===== src/rtl/mips_pkg.sv =====
// Opcode and field constants plus the fetch-state type, shared by fetch and decode.
// Jump predecode in fetch is enabled by defining JUMP_PREDECODE_EN.
package mips_pkg;

    localparam logic [5:0] OP_J       = 6'd2;
    localparam logic [5:0] OP_JAL     = 6'd3;
    localparam int         OPCODE_MSB = 31;
    localparam int         OPCODE_LSB = 26;
    localparam int         TARGET_W   = 26;

    typedef enum logic [1:0] {
        IDLE  = 2'd0,
        BUSY  = 2'd1,
        FLUSH = 2'd2
    } fetch_state_e;

    function automatic logic is_jump(input logic [31:0] word);
        return (word[OPCODE_MSB:OPCODE_LSB] == OP_J) || (word[OPCODE_MSB:OPCODE_LSB] == OP_JAL);
    endfunction

endpackage


===== src/rtl/fetch_next_pc.sv =====
// Combinational next-PC select: redirect, predecoded jump, pc+4, or hold.
// The predecoded-jump path exists only when JUMP_PREDECODE_EN is defined.
module fetch_next_pc
    import mips_pkg::*;
#(
    parameter int ADDR_W = 32
) (
    input  logic [ADDR_W-1:0] pc,
    input  logic              redirect_valid,
    input  logic [ADDR_W-1:0] redirect_pc,
`ifdef JUMP_PREDECODE_EN
    input  logic [31:0]       fetch_word,
`endif
    input  logic              advance,
    output logic [ADDR_W-1:0] next_pc
);

    logic [ADDR_W-1:0] pc_plus4;
    logic [ADDR_W-1:0] seq_pc;

    assign pc_plus4 = pc + ADDR_W'(4);

`ifdef JUMP_PREDECODE_EN
    // j/jal target keeps the upper bits of the delay-slot address
    assign seq_pc = is_jump(fetch_word)
                  ? {pc_plus4[ADDR_W-1:TARGET_W+2], fetch_word[TARGET_W-1:0], 2'b00}
                  : pc_plus4;
`else
    assign seq_pc = pc_plus4;
`endif

    always_comb begin
        next_pc = pc;
        if (redirect_valid) begin
            next_pc = redirect_pc & ~ADDR_W'(3);
        end else if (advance) begin
            next_pc = seq_pc;
        end
    end

endmodule


===== src/rtl/instr_fetch.sv =====
// Instruction fetch: PC, imem req/ack handshake, one-entry output slot to the decoder.
// Optional jump predecode via JUMP_PREDECODE_EN (see fetch_next_pc).
module instr_fetch
    import mips_pkg::*;
#(
    parameter int                ADDR_W   = 32,
    parameter logic [ADDR_W-1:0] RESET_PC = '0
) (
    input  logic              clk,
    input  logic              rst_n,
    output logic              imem_req,
    output logic [ADDR_W-1:0] imem_addr,
    input  logic              imem_ack,
    input  logic [31:0]       imem_rdata,
    input  logic              stall,
    input  logic              redirect_valid,
    input  logic [ADDR_W-1:0] redirect_pc,
    output logic              instr_valid,
    output logic [31:0]       Instruction,
    output logic [ADDR_W-1:0] instr_pc
);

    fetch_state_e      state_q, state_d;
    logic [ADDR_W-1:0] pc_q, pc_d;
    logic [ADDR_W-1:0] old_addr_q, old_addr_d;
    logic              instr_valid_q, instr_valid_d;
    logic [31:0]       instr_q, instr_d;
    logic [ADDR_W-1:0] instr_pc_q, instr_pc_d;
    logic              skid_valid_q, skid_valid_d;
    logic [31:0]       skid_instr_q, skid_instr_d;
    logic [ADDR_W-1:0] skid_pc_q, skid_pc_d;
    logic              consume;
    logic              slot_free;
    logic              take_ack;

    assign consume   = instr_valid_q && !stall;
    assign slot_free = !instr_valid_q || consume;
    assign take_ack  = (state_q == BUSY) && imem_ack;

    fetch_next_pc #(.ADDR_W(ADDR_W)) u_next_pc (
        .pc             (pc_q),
        .redirect_valid (redirect_valid),
        .redirect_pc    (redirect_pc),
`ifdef JUMP_PREDECODE_EN
        .fetch_word     (imem_rdata),
`endif
        .advance        (take_ack),
        .next_pc        (pc_d)
    );

    always_ff @(posedge clk or negedge rst_n) begin
        if (!rst_n) begin
            state_q <= IDLE;
        end else begin
            state_q <= state_d;
        end
    end

    always_comb begin
        state_d = state_q;
        case (state_q)
            IDLE:  if (redirect_valid || slot_free) state_d = BUSY;
            BUSY: begin
                if (redirect_valid) begin
                    state_d = imem_ack ? BUSY : FLUSH;
                end else if (imem_ack) begin
                    state_d = slot_free ? BUSY : IDLE;
                end
            end
            // a further redirect while flushing keeps waiting for the stale ack
            FLUSH: if (imem_ack) state_d = BUSY;
            default: state_d = IDLE;
        endcase
    end

    always_comb begin
        imem_req  = 1'b0;
        imem_addr = pc_q;
        case (state_q)
            BUSY:  imem_req = 1'b1;
            FLUSH: begin
                imem_req  = 1'b1;
                imem_addr = old_addr_q;
            end
            default: imem_req = 1'b0;
        endcase
    end

    // An ack that lands on a held slot is parked in the skid entry; requests stop until it drains.
    always_comb begin
        instr_valid_d = instr_valid_q;
        instr_d       = instr_q;
        instr_pc_d    = instr_pc_q;
        skid_valid_d  = skid_valid_q;
        skid_instr_d  = skid_instr_q;
        skid_pc_d     = skid_pc_q;
        old_addr_d    = old_addr_q;
        if (redirect_valid) begin
            instr_valid_d = 1'b0;
            skid_valid_d  = 1'b0;
            if ((state_q == BUSY) && !imem_ack) old_addr_d = pc_q;
        end else begin
            if (consume) instr_valid_d = 1'b0;
            if (take_ack) begin
                if (slot_free) begin
                    instr_valid_d = 1'b1;
                    instr_d       = imem_rdata;
                    instr_pc_d    = pc_q;
                end else begin
                    skid_valid_d = 1'b1;
                    skid_instr_d = imem_rdata;
                    skid_pc_d    = pc_q;
                end
            end else if (skid_valid_q && slot_free) begin
                instr_valid_d = 1'b1;
                instr_d       = skid_instr_q;
                instr_pc_d    = skid_pc_q;
                skid_valid_d  = 1'b0;
            end
        end
    end

    always_ff @(posedge clk or negedge rst_n) begin
        if (!rst_n) begin
            pc_q          <= RESET_PC;
            instr_valid_q <= 1'b0;
            instr_q       <= '0;
            instr_pc_q    <= '0;
            skid_valid_q  <= 1'b0;
        end else begin
            pc_q          <= pc_d;
            instr_valid_q <= instr_valid_d;
            instr_q       <= instr_d;
            instr_pc_q    <= instr_pc_d;
            skid_valid_q  <= skid_valid_d;
        end
    end

    always_ff @(posedge clk) begin
        skid_instr_q <= skid_instr_d;
        skid_pc_q    <= skid_pc_d;
        old_addr_q   <= old_addr_d;
    end

    assign instr_valid = instr_valid_q;
    assign Instruction = instr_q;
    assign instr_pc    = instr_pc_q;

endmodule


===== config.mk =====
export PLATFORM = sky130hd
export DESIGN_NAME = instr_fetch
export DESIGN_NICKNAME = d
export VERILOG_FILES = /design/src/rtl/mips_pkg.sv /design/src/rtl/fetch_next_pc.sv /design/src/rtl/instr_fetch.sv
export SDC_FILE = /design/constraint.sdc
export NUM_CORES = 1
export LEC_CHECK = 0
export ABC_AREA = 1
export BUFFER_PORTS_ARGS = -buffer_cell sky130_fd_sc_hd__buf_2
export CORE_UTILIZATION = 50
export CTS_CLUSTER_SIZE = 40
export DETAILED_ROUTE_END_ITERATION = 16
export PLACE_DENSITY = 0.81
export SLEW_MARGIN = 20
export SYNTH_ARGS = -nofsm -noshare
export SYNTH_HDL_FRONTEND = slang
export SYNTH_HIERARCHICAL = 1
export SYNTH_SLANG_ARGS = --single-unit

===== constraint.sdc =====
create_clock -name clk -period 3.25 [get_ports clk]
set_input_delay 0.1625 -clock clk [delete_from_list [all_inputs] [get_ports clk]]
set_output_delay 0.1625 -clock clk [all_outputs]
set_load 0.03 [all_outputs]

==> results.py <==
metrics = {
    "pwr": {
        "peakVddDrop_mv": 0.462,
        "powerDensity_nw_per_um2": 773,
        "switching_share_pct": 38.5,
        "power_mw": 8.38,
        "share_comb_of_total_power_pct": 33.9,
        "pwr-share-seq_pct": 41.2,
        "power.leakage_nw": 4.90,
        "clock_power_share_pct": 24.9,
        "intPower_mw": 5.16,
        "p_sw_mw": 3.22,
    },
    "hold_path": {
        "hold_path.startpoint": "redirect_pc[14]",
        "holdPathStages": 3,
        "hold_class": "input port to flop",
    },
    "logic_synthesis": {
        "synth_top_area_share_pct": 33.5,
        "ys_top_cells_by_count": "nand2_1, o21ai_0, dfrtp_1",
        "synth_seq_cells": 196,
        "synth-async-reset-ratio_pct": 51.0,
        "synth_enable_flop_cells": 96,
        "syn_nets": 958,
        "synth.distinct_cells": 30,
        "netlist_instances": 883,
        "yosys-top-cells-area": "edfxtp_1, dfrtp_1, nand2_1, o21ai_0, inv_1",
        "netlist_area_um2": 8600,
        "ys_seq_area_share_pct": 62.6,
        "ys.flop_type": "dfrtp_1",
        "synth_area_per_cell_um2": 9.74,
        "yosys_warnings": 6,
        "yosysMostFrequentCell": "nand2_1",
        "yosys.area.top_type": "edfxtp_1",
    },
    "routing": {
        "drt_iter0_drc": 452,
        "avgRoutedWirePerCell_um": 15.0,
        "drc": 0,
        "vias": 6790,
        "wirelength_um": 20000,
        "final_antenna_net_count": 0,
        "first_pass_iters": 7,
        "viasPerCell": 5.09,
    },
    "critical_path": {
        "crit_path_start": "state_q[0]",
        "r2r_cells": 8,
        "worstPathMaxFanout": 26,
        "r2r_start": "state_q[1]",
        "cp.arrival_ns": 2.23,
        "worstPathRequired_ns": 3.09,
        "cp-start-kind": "flop",
        "critPathCaptureType": "output pin",
        "path_class": "flop to output pin",
    },
    "clock_network": {
        "cts-root-buf": "clkbuf_16",
        "cts_buffers": 17,
        "cts_tree": "yes",
        "cts_buffer_depth": 2,
        "cts-htree-levels": 4,
        "cts_setup_buffers": 0,
        "clock_latency_ns": 0.43,
        "cts_sinks": 196,
        "path_clk_slew_ns": 0.06,
    },
    "grt": {
        "antenna_found_initial": 0,
        "grt_overflow": 0,
        "grt_pass1_wl_um": 32000,
        "grt_pass1_vias": 6512,
        "gr-usage-all-layers_pct": 23.3,
        "grt_max_degree": 70,
    },
    "sta": {
        "worst_slack_ns": 0.854,
        "slew_headroom_pct": 37.8,
        "report.final.slew_viol_count": 0,
        "tightest_slew_ns": 0.933,
        "hold_viol_final": 0,
        "clock_skew_ns": 0.00676,
        "rsz0062_at_grt": "false",
        "final.setup.tns_ns": 0,
        "min_period_over_period_pct": 73.7,
        "setup_viol": 0,
        "hold_ws_ns": 0.0181,
        "fmax_mhz": 417,
        "period_needed_ns": 2.40,
    },
    "job": {
        "maxCapViolations": 0,
    },
    "floorplan": {
        "initial_utilization_pct": 51.5,
        "boundaryPins": 167,
        "rows": 47,
        "die_area_um2": 17700,
        "dieHeight_um": 133,
        "core_region_area_um2": 16700,
        "die_w_um": 133,
    },
    "layout": {
        "drive_above_1_share_pct": 20.8,
        "nets": 1175,
        "final_cells": 1333,
        "area_delta_synth_final_pct": 26.0,
        "n_fill_cell": 1317,
        "fin_area_um2": 10800,
        "multi_input_area_um2": 2750,
        "fin_util_pct": 64.9,
        "diodes": 0,
        "seq_area_um2": 5390,
    },
    "placement": {
        "place_ws_ns": 0.873,
        "hpwlAfterDp_um": 13000,
        "placed_area_um2": 9640,
        "numPortBuffers": 164,
        "routabilityCongestion": 0.886,
        "placed_cells": 1240,
    },
    "status": {
        "status": "finished, final reports clean",
    },
}
==> cells by family after synthesis <==
logic type                 after synthesis  synth area share (%)
DFF                                    196                  62.6
AOI/OAI and AO/OA                      183                  11.6
xor gates and xnor gates                 9                 0.916
adders and majority gates                6                 0.873
buffers and inverters                  113                  5.51
and+or+nand+nor                        376                  18.5
==> final timing paths <==
kind	slack (ns)	to
worst max-delay path	0.85	imem_addr[20]
worst min-delay path	0.02	pc_q[14]
worst max register to register	0.87	Instruction[21]
worst min register to register	0.48	instr_pc[17]
max in group asynchronous	2.01	pc_q[15]
min in group asynchronous	0.38	Instruction[9]
==> state kept, by name, summed over array words and instances, names as in the netlist <==
signal,count
pc_q,32
state_q,2
old_addr_q,32
instr_pc,32
skid_instr_q,32
skid_valid_q,1
Instruction,32
skid_pc_q,32
instr_valid,1
==> power by group through the flow <==
stage	sequential [mW]	clock (mW)	combinational, mW
6_report	3.45	2.08	2.84
5_1_grt	3.51	2.21	3.12
4_1_cts	3.44	2.12	2.85
3_5_place_dp	3.49	0	2.79
3_3_place_gp	3.46	0	2.73
2_1_floorplan	4.23	0	1.14
==> layout by cell type, fill, tap and decap left out, types with 4 or more instances in the layout <==
cell,count
nand2_1,269
buf_2,163
o21ai_0,132
dfrtp_1,100
edfxtp_1,96
inv_1,71
dlygate4sd3_1,61
nand3_1,39
nor2_1,37
a21boi_0,32
clkbuf_16,17
buf_4,12
o21ai_1,11
nand4_1,6
or2_2,6
a21oi_1,6
ha_1,5
nor2_4,5
xnor2_1,5
nand2_2,4
clkbuf_8,4
xor2_1,4
==> critical path: stages, from the launching register on <==
cell     delay (ns)
dfrtp_1        0.43
inv_1          0.10
ha_2           0.48
buf_4          0.31
nand2_1        0.06
o21ai_0        0.15
buf_2          0.27
==> area by class of cell <==
cell class,count,share of cell area [%]
Tap cell,220,2.54
Sequential cell,196,49.7
Multi-Input combinational cell,574,25.4
Inverter,73,2.55
Clock inverter,8,0.923
Clock buffer,24,4.54
Timing Repair Buffer,238,14.4
==> repair_timing <==
item                                    in CTS  in global routing
resized for setup                            0                  0
hold buffers                                61                  0
hold endpoints to repair                   127                  0
endpoints found under the setup margin       0                  0
==> per-layer routing <==
layer	global-route usage (%)	up-vias	wire length, um
li1	-	3352	-
met1	30.7	3177	8760
met2	39.6	235	9760
met3	4.07	26	1180
met4	7.32	0	309
met5	0	-	0
No activity file was read; power rests on OpenSTA's default activity.
